[src/rtl/hazard_stall_ctrl.sv]
// +--------------------------------------------------------------------------+
// | Module      : hazard_stall_ctrl                                          |
// | Description : Pipeline stall/flush sequencer: load-use bubbles, memory    |
// |               wait freeze, taken-branch flush, HLT drain and halt.        |
// | Revision    : 1.0 - initial release                                      |
// +--------------------------------------------------------------------------+
`timescale 1ns/1ps
`default_nettype none

module hazard_stall_ctrl #(
    parameter int REG_AW      = 3,
    parameter int MEM_TIMEOUT = 15,
    parameter int CNT_W       = 16
) (
    input  logic              clk,
    input  logic              rst_n,
    input  logic [REG_AW-1:0] id_src,
    input  logic [REG_AW-1:0] id_dst,
    input  logic              id_use_src,
    input  logic              id_use_dst,
    input  logic              id_hlt,
    input  logic [REG_AW-1:0] ex_dst,
    input  logic              ex_mem_rd,
    input  logic              ex_wb,
    input  logic              ex_br_taken,
    input  logic              mem_req,
    input  logic              mem_ready,
    output logic              pc_en,
    output logic              ifid_en,
    output logic              ifid_flush,
    output logic              idex_en,
    output logic              idex_flush,
    output logic              exmem_en,
    output logic              halted,
    output logic              mem_err,
    output logic [CNT_W-1:0]  stall_count
);

    localparam int                  c_wait_w    = $clog2(MEM_TIMEOUT + 1);
    localparam logic [c_wait_w-1:0] c_timeout   = c_wait_w'(MEM_TIMEOUT);
    localparam logic [c_wait_w-1:0] c_wait_one  = c_wait_w'(1);
    localparam logic [1:0]          c_drain_end = 2'd3;

    typedef enum logic [1:0] {
        ST_RUN      = 2'd0,
        ST_MEM_WAIT = 2'd1,
        ST_DRAIN    = 2'd2,
        ST_HALT     = 2'd3
    } state_t;

    state_t               r_state;
    state_t               w_state_nxt;
    logic [c_wait_w-1:0]  r_wait;
    logic [c_wait_w-1:0]  w_wait_nxt;
    logic [c_wait_w-1:0]  w_wait_inc;
    logic [1:0]           r_drain;
    logic [1:0]           w_drain_nxt;
    logic [1:0]           w_drain_inc;
    logic                 r_mem_err;
    logic                 w_mem_err_nxt;
    logic [CNT_W-1:0]     r_stall_cnt;

    logic w_lu;
    logic w_mem_stall;
    logic w_pc_en;
    logic w_ifid_en;
    logic w_idex_en;
    logic w_exmem_en;
    logic w_ifid_flush;
    logic w_idex_flush;

    assign w_lu = ex_mem_rd & ex_wb &
                  ((id_use_src & (id_src == ex_dst)) | (id_use_dst & (id_dst == ex_dst)));
    assign w_mem_stall = mem_req & ~mem_ready;
    assign w_wait_inc  = r_wait + c_wait_one;
    assign w_drain_inc = r_drain + 2'd1;

    always_comb begin
        w_state_nxt   = r_state;
        w_wait_nxt    = r_wait;
        w_drain_nxt   = r_drain;
        w_mem_err_nxt = r_mem_err;
        w_pc_en       = 1'b1;
        w_ifid_en     = 1'b1;
        w_idex_en     = 1'b1;
        w_exmem_en    = 1'b1;
        w_ifid_flush  = 1'b0;
        w_idex_flush  = 1'b0;

        case (r_state)
            ST_RUN: begin
                w_wait_nxt = '0;
                if (w_mem_stall) begin
                    w_pc_en     = 1'b0;
                    w_ifid_en   = 1'b0;
                    w_idex_en   = 1'b0;
                    w_exmem_en  = 1'b0;
                    w_wait_nxt  = c_wait_one;
                    w_state_nxt = ST_MEM_WAIT;
                end else if (ex_br_taken) begin
                    w_ifid_flush = 1'b1;
                    w_idex_flush = 1'b1;
                end else if (w_lu) begin
                    w_pc_en      = 1'b0;
                    w_ifid_en    = 1'b0;
                    w_idex_flush = 1'b1;
                end else if (id_hlt) begin
                    w_pc_en      = 1'b0;
                    w_ifid_flush = 1'b1;
                    w_drain_nxt  = 2'd0;
                    w_state_nxt  = ST_DRAIN;
                end
            end

            // EX/ID are frozen here, so hazards are left for RUN to re-evaluate.
            ST_MEM_WAIT: begin
                if (mem_ready) begin
                    w_wait_nxt  = '0;
                    w_state_nxt = ST_RUN;
                end else begin
                    w_pc_en    = 1'b0;
                    w_ifid_en  = 1'b0;
                    w_idex_en  = 1'b0;
                    w_exmem_en = 1'b0;
                    w_wait_nxt = w_wait_inc;
                    if (w_wait_inc == c_timeout) begin
                        w_mem_err_nxt = 1'b1;
                        w_state_nxt   = ST_HALT;
                    end
                end
            end

            // A memory wait while draining freezes everything and holds drain progress.
            ST_DRAIN: begin
                if (w_mem_stall) begin
                    w_pc_en    = 1'b0;
                    w_ifid_en  = 1'b0;
                    w_idex_en  = 1'b0;
                    w_exmem_en = 1'b0;
                    w_wait_nxt = w_wait_inc;
                    if (w_wait_inc == c_timeout) begin
                        w_mem_err_nxt = 1'b1;
                        w_state_nxt   = ST_HALT;
                    end
                end else begin
                    w_pc_en      = 1'b0;
                    w_ifid_flush = 1'b1;
                    w_wait_nxt   = '0;
                    w_drain_nxt  = w_drain_inc;
                    if (w_drain_inc == c_drain_end) begin
                        w_state_nxt = ST_HALT;
                    end
                end
            end

            ST_HALT: begin
                w_pc_en    = 1'b0;
                w_ifid_en  = 1'b0;
                w_idex_en  = 1'b0;
                w_exmem_en = 1'b0;
            end

            default: begin
                w_state_nxt = ST_RUN;
            end
        endcase
    end

    always_ff @(posedge clk) begin
        if (!rst_n) begin
            r_state     <= ST_RUN;
            r_wait      <= '0;
            r_drain     <= 2'd0;
            r_mem_err   <= 1'b0;
            r_stall_cnt <= '0;
        end else begin
            r_state   <= w_state_nxt;
            r_wait    <= w_wait_nxt;
            r_drain   <= w_drain_nxt;
            r_mem_err <= w_mem_err_nxt;
            if (!w_pc_en && (r_stall_cnt != {CNT_W{1'b1}})) begin
                r_stall_cnt <= r_stall_cnt + CNT_W'(1);
            end
        end
    end

    // Pipe runs freely with no flushes while reset is held.
    assign pc_en       = ~rst_n | w_pc_en;
    assign ifid_en     = ~rst_n | w_ifid_en;
    assign idex_en     = ~rst_n | w_idex_en;
    assign exmem_en    = ~rst_n | w_exmem_en;
    assign ifid_flush  = rst_n & w_ifid_flush;
    assign idex_flush  = rst_n & w_idex_flush;
    assign stall_count = rst_n ? r_stall_cnt : '0;
    assign halted      = (r_state == ST_HALT);
    assign mem_err     = r_mem_err;

endmodule

`default_nettype wire
[config.mk]
export PLATFORM = sky130hd
export DESIGN_NAME = hazard_stall_ctrl
export DESIGN_NICKNAME = d
export VERILOG_FILES = /design/src/rtl/hazard_stall_ctrl.sv
export SDC_FILE = /design/constraint.sdc
export NUM_CORES = 1
export LEC_CHECK = 0
export CORE_MARGIN = 2
export CORE_UTILIZATION = 30
export CTS_CLUSTER_DIAMETER = 100
export CTS_CLUSTER_SIZE = 30
export DETAILED_ROUTE_END_ITERATION = 16
export GPL_ROUTABILITY_DRIVEN = 1
export GPL_TIMING_DRIVEN = 0
export SYNTH_ARGS = -nofsm -noshare
export SYNTH_HDL_FRONTEND = slang
export SYNTH_SLANG_ARGS = --single-unit
export TNS_END_PERCENT = 5
[constraint.sdc]
create_clock -name clk -period 2.49 [get_ports clk]
set_clock_uncertainty 0.05 [all_clocks]
set_input_delay 0.498 -clock clk [delete_from_list [all_inputs] [get_ports clk]]
set_output_delay 0.498 -clock clk [all_outputs]
set_load 0.02 [all_outputs]
==> key figures <==
Layout
  • Top library cells by usage in the layout, fill and taps aside: dlygate4sd2_1, dfxtp_1, and2_1
  • Antenna Cells: 0
  • Proportion of layout cells with a drive suffix above 1: 18.02%
  • Net count reported at finish: 313
  • Area growth from synthesis to layout: 33.71%
  • Post-layout utilization of the core: 41.83%
  • Count of fill cells added during filler insertion: 636

GRT
  • Number of global-route vias before repair: 1,763
  • Global router's overall resource usage: 14.04%
  • Layer with the highest usage: met2
  • Met2 capacity usage during global routing: 22.51%
  • Pin count of the biggest net entering global routing: 15
  • GR met3 Demand/Resource: 2.187%
  • Met1 demand-to-capacity share in global routing: 19.19%
  • Total congestion overflow: 0
  • Wire length of the first global-routing pass: 8.217 mm
  • Number of antenna violations at the first check in global routing: 0

Clock tree
  • Number of buffers inserted by hold repair at cts: 0
  • Clock buffer depth: 2
  • Clock sink count: 25
  • Clock input transition at the sequential cells of the worst setup and hold paths: 0.09 ns
  • H-tree levels: 1
  • Number of buffers created by CTS: 3
  • Later-pin clock latency in the skew report: 0.28 ns
  • CTS tree: built
  • Clock tree root buffer cell: clkbuf_8

Power
  • Total power per unit cell area: 640.6 nW/um^2
  • Register share of total power: 30.5%
  • Total leakage power: 1.048 nW
  • Combinational share of power: 53.6%
  • Switching power total: 0.6556 mW
  • Internal Dissipation: 0.9498 mW
  • Share of total power consumed by net switching: 40.84%
  • Clk pwr share: 16.0%
  • Overall Power: 1.605 mW
  • Worst VDD drop: 0.0002375 V

Setup path
  • CP Data Arrival Time: 1.94 ns
  • Endpoint type of the worst setup path: output port
  • Required time worst endpoint: 1.94 ns
  • Family of cells with the greatest summed delay on the critical path: buffers and inverters
  • Cell mode on critical path: buf_6
  • Slowest stage cell on the critical path: dfxtp_4
  • Buffers & Inverters on Critical Path: 3
  • Critical path type: flip-flop to output port
  • Maximum fanout encountered on the critical timing path: 4
  • Critical path launch point type: flip-flop
  • Cell chain of the critical path: clkinvlp_4 -> ha_4 -> nand2_2 -> o21ai_1 -> o2bb2ai_2 -> a21o_1 -> buf_6 -> or2_4 -> buf_6
  • Maximum single-stage delay on the critical path: 0.37 ns

Placed design
  • Port-buffer cells: 42
  • Routability-driven placement congestion ratio: 0.7785
  • Detail Placement HPWL: 3.597 mm

Synth
  • Warning count from the yosys run: 0
  • Top post-synthesis cells by area: dfxtp_1, ha_1, and2_1
  • FFs w/ async S/R, synth: 0%
  • Yosys cell types: 57
  • Synthesis-stage register bit count: 25
  • Post-synthesis net count: 259
  • Post-synth top area cell: dfxtp_1
  • EDFF count, synth: 0
  • Mean instance size in the synthesized netlist: 8.149 um^2
  • Share of synthesized area occupied by flip-flops and latches: 26.70%
  • Main flop type after synthesis: dfxtp_1
  • Count of mapped cells out of synthesis: 230
  • Area share of the leading cell type in the synthesized netlist: 26.70%
  • Cell area after technology mapping: 1874 um^2

Timing
  • Final period util: 100.0%
  • Highest clock rate: 401.5 MHz
  • Max-slew violation count: 0
  • Unrepaired setup endpoints after global routing: yes
  • Relative slew margins: 62.59%
  • Min Tclk post-route: 2.490 ns
  • Transition time at the pin with the least slew margin: 0.5579 ns
  • Post-route setup slack: -0.0004763 ns
  • Count of final hold-check violations: 0
  • Final Setup Violations: 1

Route
  • Antenna-violating nets left: 0
  • Iteration-0 DRC count of the detailed router: 112
  • Total iterations of the first detailed-routing run: 4
  • Count of vias placed by the detailed router: 1,842
  • Via density: 5.145
  • Average wire per cell in the routed design: 13.84 um
  • Drt drc: 0
  • WL final: 4.956 mm

Floorplanning
  • Chip Height: 83.04 um
  • Effective utilization at floorplan: 31.29%
  • Core area: 5991 um^2
  • Floorplan die area: 6896 um^2
  • I/O Pins: 43
  • Row Count: 28
  • Width of the die: 83.04 um

Outcome
  • Violations in the final reports: setup timing
  • Result of the run: finished, violations left

Hold path
  • Path type of the worst min-delay path: flip-flop to flip-flop

Flow run
  • MaxCap Viol Count: 0
## tightest hold or removal path, delay by kind of cell, from the launching register on
| kind | cells | cell delay (ns) |
|---|---|---|
| AO/OA/AOI/OAI | 2 | 0.13 |
| flip-flops | 1 | 0.33 |
## layout make-up
type	instances	area (um^2)	share of cell area, %
Buffer	11	73.82	2.946
Clock buffer	3	41.29	1.648
Clock inverter	1	5.005	0.1997
Inverter	11	45.04	1.797
Multi-Input combinational cell	181	1291	51.52
Sequential cell	25	508.0	20.27
Tap cell	75	93.84	3.744
Timing Repair Buffer	51	447.9	17.87
## through the flow
step                std cells  area [um^2]     TNS, ns  setup WS [ns]  hold slack (ns)
floorplan                 230         1874           0         0.1402           0.4156
global placement          347         2389      -9.116        -0.8882           0.4393
detailed placement        347         2389      -9.138        -0.9091           0.4394
CTS                       356         2452     -0.1980       -0.09967           0.4519
global route              358         2506     -0.2394       -0.08933           0.4769
finish                    358         2506  -0.0004763     -0.0004763           0.4471
## state kept, by name (all words and copies together) (netlist names)
signal,count
r_stall_cnt,16
r_wait,4
r_drain,2
r_state,2
mem_err,1
## power by group through the flow
| stage | Sequential [mW] | Clock [mW] | Combinational, mW |
|---|---|---|---|
| CTS | 0.486 | 0.264 | 0.759 |
| global route | 0.494 | 0.280 | 0.943 |
| global placement | 0.485 | 0 | 0.734 |
| finish | 0.489 | 0.256 | 0.860 |
| detailed placement | 0.487 | 0 | 0.740 |
| floorplan | 0.476 | 0 | 0.527 |
## synth_stat cells (3+ instances only)
library cell  number
or4_1              3
a21oi_1           16
xnor2_1            6
nor4_1             3
o41ai_1            4
ha_1              10
nor2_1            16
nand3_1            8
o21ai_0           12
or3_1              3
clkbuf_1           7
dfxtp_1           25
mux2_2             5
nor2b_1            4
and2_1            17
inv_1             11
o31ai_1            4
a211oi_1           3
nand2_1           15
nand4_1            7
buf_6              3
nor3_1             3
## path summary, 6_finish.rpt
kind,from,slack [ns],cells past startpoint,to
worst max register to register,r_state[1]$_SDFFE_PN0P_,0.22,8,r_stall_cnt[5]$_SDFFE_PN0P_
worst min register to register,r_drain[0]$_SDFFE_PN0P_,0.45,2,r_drain[0]$_SDFFE_PN0P_
worst min-delay path,r_drain[0]$_SDFFE_PN0P_,0.45,2,r_drain[0]$_SDFFE_PN0P_
worst max-delay path,r_state[1]$_SDFFE_PN0P_,-0.0005,9,pc_en
## per-layer routing
| layer | up-vias | part of all wire (%) |
|---|---|---|
| met4 | 0 | 0.67 |
| met1 | 865 | 52 |
| li1 | 948 | - |
| met2 | 27 | 45 |
| met5 | - | 0 |
| met3 | 2 | 2.7 |
## what timing repair did
item / CTS / global route
setup endpoints to repair: 20 / 7
gates resized for setup: 60 / 15
buffers inserted: 5 / 4
pin swaps: 9 / 6
## cells by family after synthesis
family	after synthesis	synth area share, %
compound gates	56	19.49
xor+xnor	6	2.804
fa+ha+maj	10	6.676
buf+inv	24	6.342
flops	25	26.70
mux	9	5.741
simple gates	100	32.24
(Power assumes the default switching activity.)
